### src/rtl/rptr_empty_pkg.sv
// Shared FIFO pointer helpers: Gray/binary conversion used by both pointer domains.
package rptr_empty_pkg;

  localparam int unsigned ADDRSIZE_DEF = 4;
  localparam int unsigned DEPTH        = 1 << ADDRSIZE_DEF;

  // Zero-extended inputs convert correctly, so callers cast narrower pointers to 32 bits.
  function automatic logic [31:0] bin2gray(input logic [31:0] b);
    return (b >> 1) ^ b;
  endfunction

  function automatic logic [31:0] gray2bin(input logic [31:0] g);
    logic [31:0] b;
    b[31] = g[31];
    for (int i = 30; i >= 0; i--) begin
      b[i] = b[i+1] ^ g[i];
    end
    return b;
  endfunction

endpackage

### src/rtl/rptr_empty.sv
// Read-side pointer, empty/almost-empty flags and fill-level estimate for the dual-clock FIFO.
module rptr_empty
  import rptr_empty_pkg::*;
#(
  parameter int unsigned ADDRSIZE  = ADDRSIZE_DEF,
  parameter int unsigned AE_THRESH = 1
) (
  input  logic                rclk,
  input  logic                rrst,
  input  logic                rinc,
  input  logic [ADDRSIZE:0]   rq2_wptr,
  output logic                rempty,
  output logic                raempty,
  output logic [ADDRSIZE:0]   rlevel,
  output logic                runderflow,
  output logic [ADDRSIZE-1:0] raddr,
  output logic [ADDRSIZE:0]   rptr
);

  localparam int unsigned PW = ADDRSIZE + 1;
  localparam logic [PW-1:0] AE_LVL = PW'(AE_THRESH);

  logic [PW-1:0] rbin;
  logic [PW-1:0] rbinnext;
  logic [PW-1:0] rgraynext;
  logic [PW-1:0] wbin_s;
  logic [PW-1:0] level_next;
  logic          rd_en;
  logic          rempty_val;
  logic          raempty_val;

  always_comb begin
    rd_en       = rinc & ~rempty;
    rbinnext    = rbin + PW'(rd_en);
    rgraynext   = PW'(bin2gray(32'(rbinnext)));
    wbin_s      = PW'(gray2bin(32'(rq2_wptr)));
    // Modular difference stays in 0..DEPTH because the writer never laps the reader.
    level_next  = wbin_s - rbinnext;
    rempty_val  = (rgraynext == rq2_wptr);
    raempty_val = rempty_val | (level_next <= AE_LVL);
  end

  // rptr feeds the read-to-write synchroniser directly, so it must stay a bare flop.
  always_ff @(posedge rclk or posedge rrst) begin
    if (rrst) begin
      rbin       <= '0;
      rptr       <= '0;
      rempty     <= 1'b1;
      raempty    <= 1'b1;
      rlevel     <= '0;
      runderflow <= 1'b0;
    end else begin
      rbin       <= rbinnext;
      rptr       <= rgraynext;
      rempty     <= rempty_val;
      raempty    <= raempty_val;
      rlevel     <= level_next;
      runderflow <= runderflow | (rinc & rempty);
    end
  end

  assign raddr = rbin[ADDRSIZE-1:0];

endmodule

### config.mk
export PLATFORM = sky130hd
export DESIGN_NAME = rptr_empty
export DESIGN_NICKNAME = d
export VERILOG_FILES = /design/src/rtl/rptr_empty_pkg.sv /design/src/rtl/rptr_empty.sv
export SDC_FILE = /design/constraint.sdc
export NUM_CORES = 1
export LEC_CHECK = 0
export ABC_AREA = 1
export BUFFER_PORTS_ARGS = -buffer_cell sky130_fd_sc_hd__clkbuf_2
export CAP_MARGIN = 20
export CORE_MARGIN = 4
export CORE_UTILIZATION = 55
export CTS_BUF_LIST = sky130_fd_sc_hd__clkbuf_8 sky130_fd_sc_hd__clkbuf_16
export DETAILED_ROUTE_END_ITERATION = 7
export PLACE_DENSITY_LB_ADDON = 0.15
export REMOVE_ABC_BUFFERS = 1
export SYNTH_ARGS = -nofsm -noshare
export SYNTH_HDL_FRONTEND = slang
export SYNTH_SLANG_ARGS = --single-unit
### constraint.sdc
create_clock -name rclk -period 3.4 [get_ports rclk]
set_clock_uncertainty 0.1 [all_clocks]
set_input_delay 0.85 -clock rclk [delete_from_list [all_inputs] [get_ports rclk]]
set_output_delay 0.85 -clock rclk [all_outputs]
set_load 0.005 [all_outputs]
==> flow_summary.json, run 1 <==
{
  "min_period_ns": 2.777,
  "cts.repair.resized": 0,
  "synth_area_sq_um": 1013,
  "cts_root_buf": "clkbuf_8",
  "ys_seq_elements": 17,
  "max-cap-violations": 0,
  "hp-start": "runderflow",
  "relSlewSlack_pct": 59.93,
  "viasPerCell": 4.927,
  "die-area_sq_um": 2593,
  "worstHoldPathCells": 1,
  "rrSetupSlack_ns": 0.82,
  "critPathArrivalTime_ns": 2.87,
  "fin_ws_ns": 0.6232,
  "vias": 872,
  "port_buffers": 24,
  "initial_utilization_pct": 58.06,
  "seq_area_frac_synth_pct": 42.22,
  "post-dp-hpwl_microns": 1695,
  "place.gp.congestion": 0.7920,
  "rsz0062_at_grt": "no",
  "drc_errors": 0,
  "overflow": 0,
  "multiInputGateArea_sq_um": 494.2,
  "area_delta_synth_final_pct": 19.51,
  "seqCellArea_sq_um": 427.9,
  "drive_above_1_share_pct": 31.58,
  "setup_viol": 0,
  "first_global_vias": 896,
  "rr_endpoint": "raempty",
  "whs_endpoint": "runderflow",
  "core_area_sq_um": 1745,
  "worst_ep_required_time_ns": 3.50,
  "routed_wl_microns": 2032,
  "clockBufferDepth": 2,
  "path_clk_slew_ns": 0.06,
  "yosysUniqueCellTypes": 22,
  "fin_nets": 168,
  "drt_iter0_markers": 19,
  "antenna_found_initial": 0,
  "htreeDepth": 1,
  "rr_startpoint": "rempty",
  "clkSinkCount": 17,
  "ir_worst_vdd_mv": 0.5517,
  "clk_latency_ns": 0.25,
  "crit_type": "primary input to flip-flop",
  "hp-class": "flip-flop to flip-flop",
  "slew_viol_final": 0,
  "avgSynthCellArea_sq_um": 8.173,
  "wl_per_cell_microns": 11.48,
  "die_w_microns": 50.93,
  "netlist_instances": 124,
  "drtPass1Iterations": 4,
  "fin_crit_sh_pct": 81.67,
  "endpoint_kind": "flip-flop",
  "cts_setup_buffers": 0,
  "n_fill_cell": 151,
  "core.rowCount": 15,
  "cp_max_fo": 4,
  "hold_viol": 0,
  "grt_usage_pct": 18.28,
  "rr_worst_depth": 13,
  "power_leakage_uw": 0.0007220,
  "start_kind": "primary input",
  "grt_first_pass_wirelength_microns": 3594,
  "cts_tree": "yes",
  "yosys_warnings": 0,
  "pre_cts_ws_ns": 0.3413,
  "grt_start_max_net_pins": 18,
  "worstMarginPinSlew_ns": 0.6005,
  "clock.fmax_mhz": 360.1,
  "outcome": "complete, no violations",
  "n_antenna_cell": 0,
  "fp.dieH_microns": 50.93,
  "setup_tns_ns": 0,
  "cts_hold_buf": 0,
  "antenna_left": 0,
  "cts_buffers": 3,
  "power_uw": 1281,
  "powerDensity_nw_per_um2": 1058,
  "ios": 25
}
[metrics by stage]
| step | area [sq um] | std cells | hold slack, ns | utilization [%] |
|---|---|---|---|---|
| floorplan | 1013 | 124 | 0.3510 | - |
| global placement | 1165 | 173 | 0.3396 | 66.74 |
| detailed placement | 1165 | 173 | 0.3467 | 66.74 |
| CTS | 1211 | 177 | 0.3615 | 69.39 |
| global route | 1211 | 177 | 0.3894 | 69.39 |
| finish | 1211 | 177 | 0.3600 | 69.39 |
[sequential cells by signal, indices dropped and copies added, names as in the netlist]
signal	count
rlevel	5
rempty	1
runderflow	1
raempty	1
rbin	5
rptr	4
[worst max-delay path, cell delays in order]
cell and delay (ns):
clkbuf_2 0.11, inv_1 0.06, nand2_1 0.08, nand3_1 0.11, nand2_2 0.13, xor2_2 0.24
xor2_1 0.11, ha_1 0.23, fa_1 0.41, nor2_1 0.12, nand3_1 0.10, nand2_1 0.08
nand2_1 0.05, nand2_1 0.07, nand2_1 0.06, nand2_1 0.06
[Yosys cell counts]
master	instances	area, sq um
nand3b_1	1	7.510
o21ai_0	1	5.000
inv_1	20	75.07
xnor2_1	1	8.760
nand2_2	10	62.56
xnor2_2	1	16.27
a21oi_1	2	10.01
nand3_1	14	70.07
nor2_1	5	18.77
inv_2	3	11.26
ha_1	6	75.07
nand4_1	1	6.260
dfrtp_1	15	375.4
nand2_1	33	123.9
nand3_2	1	10.01
a21o_1	2	15.01
clkinv_2	1	5.000
nor2_4	1	11.26
dfstp_2	2	52.55
xor2_1	2	17.52
fa_1	1	20.02
xor2_2	1	16.27
[metal layers]
layer | wire length, microns | vias up | track usage [%]
li1 | - | 435 | -
met1 | 841 | 409 | 19.66
met2 | 1051 | 23 | 34.12
met3 | 93 | 5 | 2.915
met4 | 46 | 0 | 8.969
met5 | 0 | - | 0
[cell type report]
class	count	area share [%]
clock buffer	3	3.409
clock inverter	1	0.4132
inverter	24	7.541
multi-input combinational	83	40.81
sequential	17	35.33
tap	25	2.583
timing repair buffer	24	9.917
[logic make-up after synthesis]
kind of cell	synth area share [%]
buffers and inverters	9.012
DFF	42.22
xor gates and xnor gates	5.804
adders and majority gates	9.383
and+or+nand+nor	30.62
AOI/OAI and AO/OA	2.962
[layout by cell type (no fill, tap or decap), drive strengths merged]
master  synthesis  routed
a21o            2       2
a21oi           2       2
clkbuf          0      27
clkinv          1       2
dfrtp          15      15
dfstp           2       2
fa              1       1
ha              6       6
inv            23      23
nand2          43      43
nand3          15      15
nand3b          1       1
nand4           1       1
nor2            6       6
o21ai           1       1
xnor2           2       2
xor2            3       3
[power by group]
group          leakage [uW]  total (uW)  switching, uW  internal [uW]
Clock             0.0000255         149           67.4           81.3
Combinational      0.000501         770            458            311
Sequential         0.000195         363           52.4            310
Total              0.000722        1280            578            703
[worst max-delay path by stage]
stage	startpoint	to	slack (ns)
final	rq2_wptr[3]	raempty	0.62
after global routing	rinc	raempty	0.41
after CTS	rq2_wptr[3]	raempty	0.59
after detailed placement	rq2_wptr[3]	raempty	0.34
after global placement	rq2_wptr[3]	raempty	0.43
after floorplan	rq2_wptr[3]	raempty	0.70
No activity file was read; power rests on OpenSTA's default activity.
==> inputs of run 2 (changes only) <==
- CORE_UTILIZATION: 55 -> 46
- clock period: 3.4 -> 2.4 ns (I/O delays scaled with it)
==> flow_summary.json, run 2 (synthesis results as in run 1) <==
{
  "fin_nets": 195,
  "hold_viol": 0,
  "clk_latency_ns": 0.25,
  "die_w_microns": 54.94,
  "grt_start_max_net_pins": 18,
  "grt_first_pass_wirelength_microns": 3795,
  "core_area_sq_um": 2022,
  "first_global_vias": 949,
  "relSlewSlack_pct": 57.09,
  "fp.dieH_microns": 54.94,
  "antenna_left": 0,
  "initial_utilization_pct": 50.12,
  "cts_buffers": 3,
  "mostFrequentLayoutCells": "nand2_1 (30), buf_4 (27), clkbuf_2 (21), inv_1 (19), dfrtp_1 (15)",
  "setup_tns_ns": 0,
  "fin_crit_sh_pct": 98.62,
  "clockBufferDepth": 2,
  "antenna_found_initial": 0,
  "critPathArrivalTime_ns": 2.46,
  "htreeDepth": 1,
  "place.gp.congestion": 0.8447,
  "rr_endpoint": "raempty",
  "setup_viol": 0,
  "design_area_sq_um": 1529,
  "vias": 1048,
  "clock.fmax_mhz": 422.5,
  "final_common_cell": "nand2_1",
  "max-cap-violations": 0,
  "cts_tree": "yes",
  "pre_cts_ws_ns": -0.3020,
  "die-area_sq_um": 3018,
  "n_antenna_cell": 0,
  "cp_max_fo": 4,
  "slew_viol_final": 0,
  "grt_usage_pct": 17.84,
  "drtPass1Iterations": 6,
  "drc_errors": 0,
  "crit_type": "primary input to flip-flop",
  "top_regs": "rbin: 5 flops, rlevel: 5 flops, rptr: 4 flops",
  "start_kind": "primary input",
  "worstMarginPinSlew_ns": 0.6429,
  "stdcell_count": 206,
  "outcome": "complete, no violations",
  "post-dp-hpwl_microns": 1819,
  "endpoint_kind": "flip-flop",
  "ios": 25,
  "rr_worst_depth": 13,
  "ir_worst_vdd_mv": 0.9448,
  "routed_wl_microns": 2949,
  "fin_ws_ns": 0.03301,
  "rrSetupSlack_ns": 0.08,
  "rr_startpoint": "rempty",
  "cts_root_buf": "clkbuf_8",
  "path_clk_slew_ns": 0.07,
  "worst_ep_required_time_ns": 2.49,
  "clkSinkCount": 17,
  "power_leakage_uw": 0.0008817,
  "core.rowCount": 16,
  "area_delta_synth_final_pct": 50.86,
  "detailed_place.area_sq_um": 1318,
  "viasPerCell": 5.087,
  "drive_above_1_share_pct": 48.60,
  "min_period_ns": 2.367,
  "wl_per_cell_microns": 14.32,
  "dp_cells": 195,
  "drt_iter0_markers": 20,
  "overflow": 0,
  "powerDensity_nw_per_um2": 1460,
  "port_buffers": 24,
  "hp-class": "primary input to async pin"
}
==> run 2: layer usage <==
| metal | vias to the layer above | wire length (microns) | part of all wire [%] | GRT usage (%) |
|---|---|---|---|---|
| met1 | 498 | 1139 | 39 | 20.21 |
| li1 | 492 | - | - | - |
| met5 | - | 0 | 0 | 0 |
| met4 | 0 | 114 | 3.9 | 10.12 |
| met2 | 45 | 1551 | 53 | 31.89 |
| met3 | 13 | 142 | 4.8 | 2.413 |
==> run 2: worst max path at each step <==
| stage | startpoint | to | slack [ns] | cells after the start |
|---|---|---|---|---|
| 2_1_floorplan | rq2_wptr[3] | raempty | -0.05 | 15 |
| 3_3_place_gp | rq2_wptr[4] | raempty | -0.22 | 16 |
| 3_5_place_dp | rq2_wptr[3] | raempty | -0.30 | 16 |
| 4_1_cts | rq2_wptr[3] | raempty | 0.005 | 16 |
| 5_1_grt | rempty | raempty | -0.06 | 15 |
| 6_report | rq2_wptr[3] | raempty | 0.03 | 15 |
==> run 2: where the power goes <==
group | total [uW] | switching, uW | internal, uW | leakage, uW
registers | 519 | 79.1 | 440 | 0.000195
clock network | 210 | 96.3 | 113 | 0.0000269
logic | 1500 | 796 | 707 | 0.000660
==> run 2: cell type report <==
type	count	area [sq um]
clock buffer	3	41.29
clock inverter	1	3.754
fill	144	493.0
inverter	24	103.9
multi-input combinational	83	575.6
sequential	17	427.9
tap	27	33.78
timing repair buffer	51	342.8
==> run 2: repair_timing <==
item	CTS	global route
hold buffers	0	0
buffers inserted	0	7
pin swaps	0	11
gates resized for setup	1	33
setup endpoints to repair	2	3
==> run 2: critical path, cell delays in order <==
cell and delay [ns]:
buf_8 0.11, inv_8 0.06, nand2_4 0.06, nand3_4 0.09, nand2_4 0.07, xor2_2 0.19
xor2_1 0.18, ha_2 0.21, fa_2 0.38, buf_4 0.15, nand3_1 0.08, nand2_1 0.07
nor2_1 0.09, nand2_1 0.06, nand2_1 0.05
==> run 2: stage by stage <==
step	hold slack [ns]	utilization (%)	power, uW
4_1_cts	0.3233	67.51	2050
5_1_grt	0.3600	75.62	2422
3_5_place_dp	0.3499	65.16	1824
2_1_floorplan	0.3510	-	1281
3_3_place_gp	0.3363	65.16	1774
6_report	0.3080	75.62	2232
